===== config.mk =====
export PLATFORM = sky130hd
export DESIGN_NAME = series_job_dispatcher
export DESIGN_NICKNAME = d
export VERILOG_FILES = /design/src/rtl/series_job_dispatcher.sv
export SDC_FILE = /design/constraint.sdc
export NUM_CORES = 1
export LEC_CHECK = 0
export ABC_AREA = 1
export CAP_MARGIN = 20
export CORE_AREA = 2 2 71 73
export DETAILED_ROUTE_END_ITERATION = 8
export DIE_AREA = 0 0 73 75
export GPL_TIMING_DRIVEN = 0
export PLACE_DENSITY_LB_ADDON = 0.2
export SLEW_MARGIN = 25
export SYNTH_ARGS = -nofsm -noshare
export SYNTH_HDL_FRONTEND = slang
export SYNTH_SLANG_ARGS = --single-unit

===== constraint.sdc =====
create_clock -name clk -period 3.7 [get_ports clk]
set_clock_uncertainty 0.15 [all_clocks]
set_input_delay 0.555 -clock clk [delete_from_list [all_inputs] [get_ports clk]]
set_output_delay 0.555 -clock clk [all_outputs]
set_load 0.005 [all_outputs]

===== src/rtl/series_job_dispatcher.sv =====
`default_nettype none
// ============================================================================
// Module   : series_job_dispatcher
// Purpose  : Hands one operand at a time to a series compute core, waits for
//            the core to finish (with a watchdog), and presents the result to
//            a downstream consumer with a valid/ready handshake.
// Revision : 1.0 - initial release
// ============================================================================
module series_job_dispatcher #(
    parameter int XW      = 8,
    parameter int RW      = 16,
    parameter int TIMEOUT = 255
) (
    input  logic          clk,
    input  logic          rst,
    input  logic          in_valid,
    input  logic [XW-1:0] in_x,
    output logic          in_ready,
    output logic          core_start,
    output logic [XW-1:0] core_x,
    input  logic          core_done,
    input  logic [RW-1:0] core_result,
    output logic          out_valid,
    output logic [RW-1:0] out_data,
    input  logic          out_ready,
    output logic          err,
    output logic [7:0]    job_cnt
);

    // The watchdog only ever holds 0 .. TIMEOUT-1; the last value triggers
    // the timeout, so it never needs to represent TIMEOUT itself.
    localparam int WDW = (TIMEOUT < 2) ? 1 : $clog2(TIMEOUT);
    localparam logic [WDW-1:0] c_wd_last = WDW'(TIMEOUT - 1);

    typedef enum logic [2:0] {
        IDLE   = 3'd0,
        LAUNCH = 3'd1,
        ACK    = 3'd2,
        RUN    = 3'd3,
        HOLD   = 3'd4
    } state_t;

    state_t          r_state;
    state_t          w_next;
    logic [XW-1:0]   r_x;
    logic [WDW-1:0]  r_wd;
    logic [RW-1:0]   r_out_data;
    logic            r_err;
    logic [7:0]      r_job_cnt;

    logic            w_accept;
    logic            w_capture;
    logic            w_timeout;
    logic            w_release;
    logic            w_wd_count;

    assign core_x   = r_x;
    assign out_data = r_out_data;
    assign err      = r_err;
    assign job_cnt  = r_job_cnt;

    // State register.
    always_ff @(posedge clk or posedge rst) begin
        if (rst) begin
            r_state <= IDLE;
        end else begin
            r_state <= w_next;
        end
    end

    // Next-state decode, handshake outputs and per-edge event strobes.
    always_comb begin
        w_next     = r_state;
        in_ready   = 1'b0;
        core_start = 1'b0;
        out_valid  = 1'b0;
        w_accept   = 1'b0;
        w_capture  = 1'b0;
        w_timeout  = 1'b0;
        w_release  = 1'b0;
        w_wd_count = 1'b0;
        case (r_state)
            IDLE: begin
                // A busy core blocks acceptance even before the first job.
                in_ready = core_done;
                if (in_valid && core_done) begin
                    w_accept = 1'b1;
                    w_next   = LAUNCH;
                end
            end
            LAUNCH: begin
                core_start = 1'b1;
                w_next     = ACK;
            end
            ACK: begin
                // Timeout wins over any core_done activity on the same edge.
                if (r_wd == c_wd_last) begin
                    w_timeout = 1'b1;
                    w_next    = HOLD;
                end else begin
                    w_wd_count = 1'b1;
                    if (!core_done) begin
                        w_next = RUN;
                    end
                end
            end
            RUN: begin
                if (r_wd == c_wd_last) begin
                    w_timeout = 1'b1;
                    w_next    = HOLD;
                end else begin
                    w_wd_count = 1'b1;
                    if (core_done) begin
                        w_capture = 1'b1;
                        w_next    = HOLD;
                    end
                end
            end
            HOLD: begin
                out_valid = 1'b1;
                if (out_ready) begin
                    w_release = 1'b1;
                    w_next    = IDLE;
                end
            end
            default: begin
                w_next = IDLE;
            end
        endcase
    end

    // Operand register: loaded only when the host handshake completes.
    always_ff @(posedge clk or posedge rst) begin
        if (rst) begin
            r_x <= '0;
        end else if (w_accept) begin
            r_x <= in_x;
        end
    end

    // Watchdog over ACK+RUN; restarted at acceptance so LAUNCH begins at 0.
    always_ff @(posedge clk or posedge rst) begin
        if (rst) begin
            r_wd <= '0;
        end else if (w_accept) begin
            r_wd <= '0;
        end else if (w_wd_count) begin
            r_wd <= r_wd + 1'b1;
        end
    end

    // Result register: core result on completion, all ones on timeout.
    always_ff @(posedge clk or posedge rst) begin
        if (rst) begin
            r_out_data <= '0;
        end else if (w_timeout) begin
            r_out_data <= '1;
        end else if (w_capture) begin
            r_out_data <= core_result;
        end
    end

    // Sticky timeout flag, cleared only by the next accepted operand.
    always_ff @(posedge clk or posedge rst) begin
        if (rst) begin
            r_err <= 1'b0;
        end else if (w_accept) begin
            r_err <= 1'b0;
        end else if (w_timeout) begin
            r_err <= 1'b1;
        end
    end

    // Completed-job counter, bumped on the result handshake (wraps mod 256).
    always_ff @(posedge clk or posedge rst) begin
        if (rst) begin
            r_job_cnt <= 8'd0;
        end else if (w_release) begin
            r_job_cnt <= r_job_cnt + 8'd1;
        end
    end

endmodule
`default_nettype wire


==> impl_metrics.csv <==
group,metric,value,unit
setup_path,critPathLaunchType,"input pin",
synthesis,synth_top_area_cell,"dfrtp_1",
cells_and_area,regArea,0.00110,mm2
pwr,p_switching,0.640,mW
setup_path,crit_cells,4,
cts,clockBufferDepth,2,
pwr,peakVddDrop,0.355,mV
setup_path,critPathMaxFanout,6,
sta,hold_violations,0,
pwr,power,1.92,mW
cts,cts_buffers,5,
cts,cts_max_level,2,
floorplanning,start_util,0.493,
cts,cts_sinks,44,
global_routing,grtUsageTotal,0.183,
synthesis,async_flop_share,1.00,
sta,min_period_over_period,0.699,
synthesis,seq_area_frac_synth,0.479,
cts,clkLatencyLatePin,0.29,ns
synthesis,synth_fp_nets,293,
placed_design,dp_hpwl,3470,um
cells_and_area,area.growth.synth_to_final,35.9,%
synthesis,synthSimpleGateAreaFrac,0.368,
floorplanning,core,0.00466,mm2
synthesis,synth_top_area_frac,0.479,
synthesis,synth_common_cells,"94 x nand2_1, 44 x dfrtp_1, 24 x nand3_1, 21 x inv_1, 12 x nand2_2",
sta,fin_ws,1.11,ns
detailed_routing,drt-initial-drc-count,72,
floorplanning,die_h,75,um
setup_path,crit_path_end,"in_ready",
global_routing,grt_pass1_wl,7820,um
cts,cts_hold_buffers,0,
detailed_routing,drc,0,
setup_path,reg2reg_from,"r_wd[0]$_DFFE_PP0P_",
placed_design,pre_cts_slack,1.10,ns
pwr,seq_power_share,0.412,
pwr,p_clk_frac,0.167,
pwr,p_int,1.28,mW
global_routing,grt_pass1_vias,1846,
setup_path,rr_endpoint,"r_wd[0]$_DFFE_PP0P_",
synthesis,ys_ff_latch,44,
synthesis,synth.avg_cell_area,8.80,um2
cells_and_area,multiInputGateArea,0.00103,mm2
sta,fin_worst_hold_slack,0.322,ns
synthesis,synth_cells,261,
global_routing,antenna_found_initial,0,
detailed_routing,wl_per_cell,11.9,um
setup_path,end_kind,"output port",
synthesis,synth_fa_ha_area_frac,0.0163,
sta,slew_headroom,0.789,
sta,rsz0062_at_grt,"no",
synthesis,synth_xor_area_frac,0.0408,
setup_path,reg2reg_setup_slack,2.00,ns
synthesis,synth_top_family_by_area,"simple AND/OR/NAND/NOR gates",
setup_path,cp_num_buf_inv,3,
setup_path,critical_path.max_stage_delay,0.63,ns
synthesis,synth_mux_area_frac,0,
synthesis,yosysWarnings,0,
setup_path,critical_path_required,2.99,ns
detailed_routing,vias,1908,
sta,finalSetupViolCount,0,
detailed_routing,routed_wl,4620,um
placed_design,io_buffers,64,
cells_and_area,nets,365,
floorplanning,dieArea,0.00548,mm2
floorplanning,num_rows,25,
detailed_routing,firstDrtPassIters,4,
pwr,cellLeakagePower,1.53,nW
cells_and_area,drive_above_1_share,0.159,
synthesis,synth-edff-count,0,
cts,cts_root_buf,"clkbuf_8",
setup_path,critPathKind,"input pin to output port",
pwr,powerDensity,615,mW/mm2
cts,cts-resized-gates,0,
setup_path,crit_top_cell,"clkdlybuf4s50_1",
setup_path,r2r_cells,9,
synthesis,synthTopCellsByArea,"dfrtp_1 48%, nand2_1 15%, nand3_1 5.2%",
detailed_routing,ant_nets,0,
cells_and_area,diodes,0,
sta,fmax,387,MHz
job,maxCapViolations,0,
global_routing,overflow,0,
synthesis,syn_area,0.00230,mm2
sta,worst_pin_slew,0.315,ns
pwr,comb_power_share,0.422,
global_routing,grt_max_degree,32,
cts,clk_pin_slew,0.07,ns
floorplanning,boundaryPins,65,
setup_path,crit_arrival,1.88,ns
setup_path,cp-startpoint,"core_done",
status,outcome,"completed",
setup_path,cp_cell_sequence,"clkdlybuf4s50_1 > inv_1 > nor2_1 > clkdlybuf4s50_1",
synthesis,synth_ff_type,"dfrtp_1",
setup_path,worst_path_max_delay_cell,"clkdlybuf4s50_1",
synthesis,synth-compound-area-share,0.0218,
hold_path,hp-class,"register to register",
sta,min_period,2.59,ns
cts,tritoncts,"done",
cts,cts_setup_buffers,0,
cells_and_area,fillers,380,
synthesis,ys_types,31,
sta,drv_slew,0,
pwr,swShare,0.333,
placed_design,gp_congestion,0.822,
setup_path,crit_family,"buffers and inverters",
detailed_routing,viasPerCell,4.93,
sta,tns,0,ns
floorplanning,die_w,73,um
synthesis,yosysMostFrequentCell,"nand2_1",
worst min-delay path by stage:
stage,cells past startpoint,to,slack [ns],from
finish,2,core_x[4]$_DFFE_PP0P_,0.32,core_x[4]$_DFFE_PP0P_
global route,2,core_x[5]$_DFFE_PP0P_,0.35,core_x[5]$_DFFE_PP0P_
CTS,2,core_x[4]$_DFFE_PP0P_,0.33,core_x[4]$_DFFE_PP0P_
detailed placement,2,core_x[4]$_DFFE_PP0P_,0.31,core_x[4]$_DFFE_PP0P_
global placement,2,core_x[0]$_DFFE_PP0P_,0.30,core_x[0]$_DFFE_PP0P_
floorplan,2,core_x[0]$_DFFE_PP0P_,0.31,core_x[0]$_DFFE_PP0P_
power groups by stage:
stage	combinational, mW	clock, mW	sequential (mW)
6_report	0.810	0.320	0.791
5_1_grt	0.896	0.348	0.817
4_1_cts	0.823	0.330	0.793
3_5_place_dp	0.819	0	0.799
3_3_place_gp	0.798	0	0.795
2_1_floorplan	0.385	0	0.797
registers in the layout (all words and copies together) (netlist names):
register and cells:
r_state 3, err 1, core_x 8, out_data 16, job_cnt 8, r_wd 8
metrics by stage:
stage | instance area (um2) | utilization | std cells
2_1_floorplan | 2300 | - | 261
3_3_place_gp | 3010 | 0.645 | 379
3_5_place_dp | 3030 | 0.649 | 380
4_1_cts | 3120 | 0.670 | 387
5_1_grt | 3120 | 0.670 | 387
6_report | 3120 | 0.670 | 387
per-layer routing:
metal	GRT usage	part of all wire	vias to the layer above
met4	0.0741	0.013	0
li1	-	-	955
met5	0	0	-
met3	0.0402	0.046	6
met1	0.230	0.45	902
met2	0.309	0.49	45
cell usage in the layout (no fill, tap or decap), types with 4 or more instances in the layout:
cell	n
inv_2	5
nand3_1	24
nor2_4	4
nand2_1	94
dfrtp_1	44
inv_1	20
nand3_2	6
nand2_2	12
xor2_1	6
nor2_1	9
clkdlybuf4s50_1	64
clkbuf_8	7
nand2_4	5
tightest hold or removal path, delay by kind of cell (launching register included):
family	cells	cell delay (ns)
and+or+nand+nor	2	0.10
DFF	1	0.34
area by class of cell:
class | count | share of cell area
inverters | 27 | 0.0357
multi-input cells | 186 | 0.329
well taps | 54 | 0.0216
repair buffers | 65 | 0.212
clock buffers | 7 | 0.0309
plain buffers | 4 | 0.0184
flip-flops and latches | 44 | 0.353
cells by family (layout without fill, tap and decap cells):
kind of cell | Yosys count | count (layout)
simple gates | 165 | 165
flops | 44 | 44
buf+inv | 31 | 103
compound gates | 9 | 9
xor+xnor | 9 | 9
fa+ha+maj | 3 | 3
Note: power is estimated with default switching activity, not from simulation.
